**src/rtl/tt_weight_loader_if.sv**
```systemverilog
`timescale 1ns/1ps
`default_nettype none
// ============================================================================
// Module   : tt_weight_loader_if
// Brief    : Byte-load, weight and row-sequencing bundle for tt_weight_loader.
// Revision : 1.0 - initial release
// ============================================================================
interface tt_weight_loader_if #(
    parameter int IN_LEN  = 16,
    parameter int OUT_LEN = 8,
    parameter int BYTE_W  = 8
);
    logic                          load_start;
    logic [BYTE_W-1:0]             byte_in;
    logic                          byte_valid;
    logic                          byte_ready;
    logic [2*IN_LEN*OUT_LEN-1:0]   W;
    logic                          w_valid;
    logic                          run;
    logic [2:0]                    row;
    logic                          en;
    logic                          pass_done;
    logic                          err;

    modport master (
        output load_start, byte_in, byte_valid, run,
        input  byte_ready, W, w_valid, row, en, pass_done, err
    );

    modport slave (
        input  load_start, byte_in, byte_valid, run,
        output byte_ready, W, w_valid, row, en, pass_done, err
    );
endinterface
`default_nettype wire

```
**src/rtl/tt_weight_loader.sv**
```systemverilog
`timescale 1ns/1ps
`default_nettype none
// ============================================================================
// Module   : tt_weight_loader
// Brief    : Byte-serial ternary weight loader and row sequencer for the
//            matrix-vector multiplier. Optional TERNARY_CANON_EN macro turns
//            illegal '10' codes into '00' and raises a sticky err flag.
// Revision : 1.0 - initial release
// ============================================================================
module tt_weight_loader #(
    parameter int IN_LEN  = 16,
    parameter int OUT_LEN = 8,
    parameter int BYTE_W  = 8
) (
    input  wire logic          clk,
    input  wire logic          rst,
    tt_weight_loader_if.slave  bus
);
    localparam int c_W_BITS = 2 * IN_LEN * OUT_LEN;
    localparam int c_NBYTES = c_W_BITS / BYTE_W;
    localparam int c_IDX_W  = $clog2(c_NBYTES);
    localparam logic [c_IDX_W-1:0] c_LAST = c_IDX_W'(c_NBYTES - 1);

    typedef enum logic [1:0] {
        S_IDLE  = 2'd0,
        S_LOAD  = 2'd1,
        S_READY = 2'd2,
        S_RUN   = 2'd3
    } state_t;

    state_t               r_state;
    state_t               w_next;
    logic [c_IDX_W-1:0]   r_idx;
    logic [c_IDX_W-1:0]   w_idx_next;
    logic [2:0]           r_row;
    logic [2:0]           w_row_next;
    logic                 w_accept;
    logic [c_W_BITS-1:0]  r_w;
    logic                 r_en;
    logic                 r_pass_done;
    logic                 r_byte_ready;
    logic                 r_w_valid;
    logic [BYTE_W-1:0]    w_byte;

`ifdef TERNARY_CANON_EN
    logic [BYTE_W/2-1:0]  w_bad;
    logic                 r_err;

    for (genvar gi = 0; gi < BYTE_W / 2; gi++) begin : g_canon
        assign w_bad[gi] = (bus.byte_in[2*gi +: 2] == 2'b10);
        assign w_byte[2*gi +: 2] = w_bad[gi] ? 2'b00 : bus.byte_in[2*gi +: 2];
    end

    always_ff @(posedge clk) begin
        if (rst) begin
            r_err <= 1'b0;
        end else if (w_accept && (|w_bad)) begin
            r_err <= 1'b1;
        end
    end

    assign bus.err = r_err;
`else
    assign w_byte  = bus.byte_in;
    assign bus.err = 1'b0;
`endif

    always_comb begin
        w_next     = r_state;
        w_idx_next = r_idx;
        w_row_next = 3'd0;
        w_accept   = 1'b0;
        case (r_state)
            S_IDLE: begin
                if (bus.load_start) begin
                    w_next     = S_LOAD;
                    w_idx_next = '0;
                end
            end
            S_LOAD: begin
                // A byte coinciding with load_start belongs to the abandoned load.
                if (bus.load_start) begin
                    w_idx_next = '0;
                end else if (bus.byte_valid) begin
                    w_accept   = 1'b1;
                    w_idx_next = r_idx + 1'b1;
                    if (r_idx == c_LAST) begin
                        w_next = S_READY;
                    end
                end
            end
            S_READY: begin
                if (bus.load_start) begin
                    w_next     = S_LOAD;
                    w_idx_next = '0;
                end else if (bus.run) begin
                    w_next = S_RUN;
                end
            end
            S_RUN: begin
                // run is only honoured at the pass boundary; row wraps 7 -> 0.
                w_row_next = r_row + 3'd1;
                if (r_row == 3'd7 && !bus.run) begin
                    w_next = S_READY;
                end
            end
            default: begin
                w_next = S_IDLE;
            end
        endcase
    end

    always_ff @(posedge clk) begin
        if (rst) begin
            r_state      <= S_IDLE;
            r_idx        <= '0;
            r_row        <= 3'd0;
            r_en         <= 1'b0;
            r_pass_done  <= 1'b0;
            r_byte_ready <= 1'b0;
            r_w_valid    <= 1'b0;
            r_w          <= '0;
        end else begin
            r_state      <= w_next;
            r_idx        <= w_idx_next;
            r_row        <= (w_next == S_RUN) ? w_row_next : 3'd0;
            r_en         <= (w_next == S_RUN);
            r_pass_done  <= (w_next == S_RUN) && (w_row_next == 3'd7);
            r_byte_ready <= (w_next == S_LOAD);
            r_w_valid    <= (w_next == S_READY) || (w_next == S_RUN);
            for (int k = 0; k < c_NBYTES; k++) begin
                if (w_accept && (r_idx == c_IDX_W'(k))) begin
                    r_w[k*BYTE_W +: BYTE_W] <= w_byte;
                end
            end
        end
    end

    assign bus.W          = r_w;
    assign bus.w_valid    = r_w_valid;
    assign bus.byte_ready = r_byte_ready;
    assign bus.row        = r_row;
    assign bus.en         = r_en;
    assign bus.pass_done  = r_pass_done;
endmodule
`default_nettype wire

```
**src/flat_wrapper.sv**
```systemverilog
// flat-port wrapper written by rule: the top's interface ports become plain ports
module tt_weight_loader_flat 
#(
    parameter int IN_LEN  = 16,
    parameter int OUT_LEN = 8,
    parameter int BYTE_W  = 8
)
  (clk, rst, bus_load_start, bus_byte_in, bus_byte_valid, bus_run, bus_byte_ready, bus_W, bus_w_valid, bus_row, bus_en, bus_pass_done, bus_err);
  tt_weight_loader_if #(.IN_LEN(IN_LEN), .OUT_LEN(OUT_LEN), .BYTE_W(BYTE_W)) bus_i ();
  input  wire logic clk;
  input  wire logic rst;
  input wire logic [$bits(bus_i.load_start)-1:0] bus_load_start;
  input wire logic [$bits(bus_i.byte_in)-1:0] bus_byte_in;
  input wire logic [$bits(bus_i.byte_valid)-1:0] bus_byte_valid;
  input wire logic [$bits(bus_i.run)-1:0] bus_run;
  output wire logic [$bits(bus_i.byte_ready)-1:0] bus_byte_ready;
  output wire logic [$bits(bus_i.W)-1:0] bus_W;
  output wire logic [$bits(bus_i.w_valid)-1:0] bus_w_valid;
  output wire logic [$bits(bus_i.row)-1:0] bus_row;
  output wire logic [$bits(bus_i.en)-1:0] bus_en;
  output wire logic [$bits(bus_i.pass_done)-1:0] bus_pass_done;
  output wire logic [$bits(bus_i.err)-1:0] bus_err;
  assign bus_i.load_start = bus_load_start;
  assign bus_i.byte_in = bus_byte_in;
  assign bus_i.byte_valid = bus_byte_valid;
  assign bus_i.run = bus_run;
  assign bus_byte_ready = bus_i.byte_ready;
  assign bus_W = bus_i.W;
  assign bus_w_valid = bus_i.w_valid;
  assign bus_row = bus_i.row;
  assign bus_en = bus_i.en;
  assign bus_pass_done = bus_i.pass_done;
  assign bus_err = bus_i.err;
  tt_weight_loader #(.IN_LEN(IN_LEN), .OUT_LEN(OUT_LEN), .BYTE_W(BYTE_W)) u_core (.clk(clk), .rst(rst), .bus(bus_i));
endmodule
```
**config.mk**
```make
export PLATFORM = sky130hd
export DESIGN_NAME = tt_weight_loader_flat
export DESIGN_NICKNAME = d
export VERILOG_FILES = /design/src/rtl/tt_weight_loader_if.sv /design/src/rtl/tt_weight_loader.sv /design/src/flat_wrapper.sv
export SDC_FILE = /design/constraint.sdc
export NUM_CORES = 1
export LEC_CHECK = 0
export CAP_MARGIN = 5
export CORE_UTILIZATION = 35
export CTS_BUF_LIST = sky130_fd_sc_hd__clkbuf_4 sky130_fd_sc_hd__clkbuf_8
export DETAILED_ROUTE_END_ITERATION = 8
export HOLD_SLACK_MARGIN = 0.06
export PLACE_DENSITY = 0.57
export SLEW_MARGIN = 40
export SYNTH_ARGS = -nofsm -noshare
export SYNTH_HDL_FRONTEND = slang
export SYNTH_SLANG_ARGS = --single-unit
```
**constraint.sdc**
```tcl
create_clock -name clk -period 2.7 [get_ports clk]
set_input_delay 0.81 -clock clk [delete_from_list [all_inputs] [get_ports clk]]
set_output_delay 0.81 -clock clk [all_outputs]
set_load 0.02 [all_outputs]
```
* Yosys cells after proc, flatten, opt, wreduce, memory -nomap -nowiden
Index checks and enable logic that the tools add are counted.
** Storage, ports and cells
- Bits in registers :: 270
- Output and inout bits :: 264
** Cells by class
- Muxes and demuxes :: 16
- Add/sub/neg operators :: 2
- Reductions and logical operators :: 42
- Bitwise gates (word level) :: 1
- Eq/ne operators :: 41
** Operators with widths (count)
- $eq A5 B5 Y1 const B :: 16
- $eq A5 B4 Y1 const B :: 8
- $logic_and A1 B1 Y1 :: 34
- $eq A5 B3 Y1 const B :: 4
- $mux W5 :: 3
- $mux W2 :: 7
- $eq A5 B2 Y1 const B :: 2
- $pmux W5 S2 :: 1
- $eq A2 B2 Y1 const B :: 4
- $pmux W2 S4 :: 1
- $eq A3 B3 Y1 const B :: 2
- $add A5 B1 Y5 const B :: 1
- $eq A5 B1 Y1 const B :: 1
- $logic_not A5 Y1 :: 1
- $eq A2 B1 Y1 const B :: 2
- $reduce_or A2 Y1 :: 2
- $add A3 B1 Y3 const B :: 1
- $mux W1 :: 3
- $mux W3 :: 1
- $ne A3 B3 Y1 const B :: 1
- $reduce_and A3 Y1 :: 1
- $logic_not A2 Y1 :: 1
- $ne A2 B1 Y1 const B :: 1
- $reduce_bool A2 Y1 :: 1
- other kinds (3) :: 3

* Depth between registers and ports, before layout
- Word-level depth :: 8
- Mapped depth :: 8
- Depth with buffers taken out :: 7

* Worst setup path after synthesis
No wires, ideal clock.
- Kind :: flip-flop to flip-flop
- Start point :: register u_core.r_idx[0]
- End point :: register u_core.r_pass_done (netlist: u_core.bus.pass_done)
- Arrival :: 1.933 ns
- Setup slack :: 0.675 ns
- Required time :: 2.608 ns
- Period minus slack after synthesis :: 2.025 ns
- Stages on the path, launching flop included :: 9
- Cell sequence :: dfxtp_1 ha_1 and3_1 ha_1 buf_2 nor2b_1 a32o_1 nand4b_1 nor4_1
** On the way
- Longest elaborated chain between the ends :: 7
** RTL lines
- start: declaration :: RTL line tt_weight_loader.sv:33 : logic [c_IDX_W-1:0] r_idx;
- start signal: assignment :: RTL line tt_weight_loader.sv:125 : r_idx <= w_idx_next;
- $eq A5 B5 Y1 :: RTL line tt_weight_loader.sv:87 : if (r_idx == c_LAST) begin
- $mux W2 :: RTL line tt_weight_loader.sv:87
- $mux W2 :: RTL line tt_weight_loader.sv:84 : end else if (bus.byte_valid) begin
- $mux W2 :: RTL line tt_weight_loader.sv:82 : if (bus.load_start) begin
- $pmux W2 S4 :: RTL line tt_weight_loader.sv:73 : case (r_state)
- $eq A2 B2 Y1 :: RTL line tt_weight_loader.sv:128 : r_pass_done <= (w_next == S_RUN) && (w_row_next == 3'd7);
- $logic_and A1 B1 Y1 :: RTL line tt_weight_loader.sv:128
- end signal: assignment :: RTL line tt_weight_loader.sv:128
- end: declaration :: RTL line tt_weight_loader.sv:40 : logic r_pass_done;
Every way passes these cells.
A chain may end at the register's enable or synchronous reset.

==> results.yml <==
detailed_routing:
  vias: 8770
  final_routed_drc_violation_total: 0
  drtPass1Iterations: 6
  routed_wirelength_um: 32200
  drtIter0Drc: 719
  ant_nets: 0
  vias_per_cell: 4.87
  wire_per_inst_um: 17.9
power_and_ir_drop:
  share_clk_of_total_power: 0.484
  power_report.internal_total_mw: 6.47
  netSwitchingFraction: 0.229
  design_power_total_mw: 8.39
  switching_power_mw: 1.92
  power.combinational.fraction: 0.041
  powerDensity_mw_per_mm2: 579
  static-leakage-power_nw: 4.95
  peakVddDrop_mv: 0.340
  seq_pwr_share: 0.475
min_path:
  timing.hold.worst_endpoint: "u_core.bus.W[126]$_SDFFE_PP0P_"
  timing.hold.worst.start: "u_core.bus.W[126]$_SDFFE_PP0P_"
  hold_path_class: "reg2reg"
  hold-path-cell-count: 2
sta:
  finClkSkew_ns: 0.0205
  final-setup-viol-count: 0
  finalHoldViolCount: 0
  fin_crit_sh: 0.921
  post-route-min-period_ns: 2.49
  max_slew.worst_pin.slew_ns: 0.818
  final_max_slew_viol_count: 0
  rsz0062_at_grt: "no"
  max_fclk_ghz: 0.402
  setup_tns_ns: 0
  slew_headroom: 0.455
worst_setup_path:
  cp.buffers_inverters: 1
  path_cells: "clkdlybuf4s50_1"
  worstSetupStartpointType: "flip-flop"
  crit_path_top_delay_cell: "sky130_fd_sc_hd__clkdlybuf4s50_1"
  reg2reg_slack_ns: 0.40
  kind_of_cell_with_the_highest_combined_delay_on_the_critical_path: "buffers and inverters"
  arrival_ns: 1.68
  worst-setup-path-type: "reg2out"
  critical-path-max-stage-delay_ns: 0.66
  worstReg2RegStart: "u_core.r_idx[0]$_SDFFE_PP0P_"
  worst-path-max-fanout: 7
  rr_worst_depth: 7
  cp_data_required_time_ns: 1.89
  crit_path_end_kind: "primary output"
  crit-reg2reg-capture: "u_core.bus.pass_done$_SDFF_PP0_"
synth:
  synth.yosys.warnings: 0
  yosysSeqAreaShare: 0.524
  syn_area_mm2: 0.0103
  ys_types: 42
  postSynthRegisterBits: 269
  gate_count_post_synth: 1121
  postSynthNetCount: 1142
  avgSynthCellArea_um2: 9.16
  predominant_post_synthesis_flop_cell: "sky130_fd_sc_hd__dfxtp_1"
  async_reset_ff_frac: 0
  synth_enable_flop_cells: 0
cells_and_area:
  postLayoutCellArea_mm2: 0.0145
  final_cell_mix: "sky130_fd_sc_hd__dfxtp_1, sky130_fd_sc_hd__clkdlybuf4s50_1, sky130_fd_sc_hd__nand2_1"
  antenna_cells_inserted: 0
  areaGrowthSynthToFinish_pct: 41.3
  number_of_nets_in_the_final_layout: 1401
  layout_commonest_cell: "sky130_fd_sc_hd__dfxtp_1"
  final_layout_size_suffix_gt1_frac: 0.110
floorplan:
  num_rows: 62
  die-area_mm2: 0.0300
  fp.dieW_um: 173
  initial_utilization: 0.357
  io_count: 277
  placeableCoreArea_mm2: 0.0288
  die_height_um: 173
clocking:
  clk_latency_ns: 0.57
  ctsHoldBuffers: 0
  cts_setup_buffers: 0
  cts_max_path_buffers: 3
  cts_repair_resizes: 0
  worst_setup_hold_path_clk_slew_ns: 0.06
  cts.sinks: 269
  h-tree-depth: 2
  cts_inserted_buffers: 46
  cts_tree: "done"
  cts.root.buffer_cell: "sky130_fd_sc_hd__clkbuf_8"
global_routing:
  number_of_global_route_vias_before_repair: 8155
  total_routing_usage_reported_by_global_routing: 0.209
  residual_overflow_from_global_routing: 0
  grt_pass1_wl_um: 49400
  antenna_violations_before_repair: 0
  grt_start_max_net_pins: 101
run:
  max_cap_viol_count: 0
placement:
  globalplace.congestion: 0.789
  dpl-instance-area_mm2: 0.0135
  half_perimeter_wire_length_of_the_detailed_placement_result_um: 21000
  number_of_buffer_cells_added_on_primary_ports: 275
run_status:
  outcome: "finished, final reports clean"
==> metrics by stage <==
stage / hold slack (ns) / utilization / std cells / setup WS (ns)
2_1_floorplan: 0.535 / - / 1121 / 0.675
3_3_place_gp: 0.442 / 0.468 / 1716 / 0.155
3_5_place_dp: 0.447 / 0.468 / 1716 / 0.108
4_1_cts: 0.455 / 0.504 / 1799 / 0.182
5_1_grt: 0.467 / 0.504 / 1799 / 0.144
6_report: 0.451 / 0.504 / 1799 / 0.214
==> cell type report <==
| cell class | count | area, um2 |
|---|---|---|
| flip-flops and latches | 269 | 5390 |
| repair buffers | 309 | 3130 |
| clock inverters | 5 | 57.6 |
| inverters | 5 | 18.8 |
| clock buffers | 78 | 992 |
| well taps | 384 | 480 |
| multi-input cells | 749 | 4440 |
| fillers | 2693 | 14300 |
==> state kept, by name, summed over array words and instances (netlist names) <==
register and cells:
u_core.bus.W 256, u_core.bus.byte_ready 1, u_core.bus.en 1, u_core.bus.pass_done 1
u_core.bus.row 3, u_core.r_idx 5, u_core.r_state 2
==> synth_stat cells (5+ instances only) <==
library cell               instances  area, um2
sky130_fd_sc_hd__ha_1              8        100
sky130_fd_sc_hd__and4bb_2          6       75.1
sky130_fd_sc_hd__nand3_1         140        701
sky130_fd_sc_hd__a21oi_1         138        691
sky130_fd_sc_hd__inv_1             5       18.8
sky130_fd_sc_hd__nor2_1          126        473
sky130_fd_sc_hd__nand4b_4          5        119
sky130_fd_sc_hd__buf_2            38        190
sky130_fd_sc_hd__dfxtp_1         269       5390
sky130_fd_sc_hd__clkbuf_1         55        206
sky130_fd_sc_hd__nor2_4            7       78.8
sky130_fd_sc_hd__mux2i_1         120       1200
sky130_fd_sc_hd__nand2_1         160        601
==> kinds of logic (layout without fill, tap and decap cells) <==
family          count (synthesis)  after routing  share of synthesized area
other cells                     1              1                   0.000365
xor+xnor                        2              2                    0.00171
fa+ha+maj                       8              8                    0.00975
flops                         269            269                      0.524
compound gates                146            146                     0.0735
simple gates                  472            472                      0.229
mux                           120            120                      0.117
buf+inv                       103            397                     0.0446
==> tightest hold or removal path, stage by stage (launching register included) <==
cell and delay, ns:
sky130_fd_sc_hd__dfxtp_1 0.30, sky130_fd_sc_hd__nand2_1 0.05, sky130_fd_sc_hd__a21oi_1 0.05
==> worst max path at each step <==
stage	to	startpoint	slack (ns)	depth (start not counted)
CTS	bus_w_valid	u_core.r_state[1]$_SDFF_PP0_	0.18	1
global placement	u_core.bus.W[108]$_SDFFE_PP0P_	bus_byte_valid	0.15	7
floorplan	u_core.bus.pass_done$_SDFF_PP0_	u_core.r_idx[0]$_SDFFE_PP0P_	0.67	8
finish	bus_w_valid	u_core.r_state[1]$_SDFF_PP0_	0.21	1
detailed placement	u_core.bus.W[110]$_SDFFE_PP0P_	bus_byte_valid	0.11	7
global route	bus_w_valid	u_core.r_state[1]$_SDFF_PP0_	0.14	1
==> power groups by stage <==
stage	Sequential, mW	Combinational (mW)	Clock, mW
floorplan	4.08	0.197	0
global route	3.99	0.363	4.34
finish	3.99	0.341	4.06
global placement	4.08	0.342	0
CTS	3.99	0.344	4.14
detailed placement	4.08	0.343	0
==> metal layers <==
metal | track usage | vias to the layer above | wire length [um]
li1 | - | 4326 | -
met1 | 0.275 | 4102 | 14300
met5 | 0 | - | 0
met2 | 0.324 | 290 | 14600
met3 | 0.0649 | 52 | 2520
met4 | 0.0686 | 0 | 750
No activity file was read; power rests on OpenSTA's default activity.
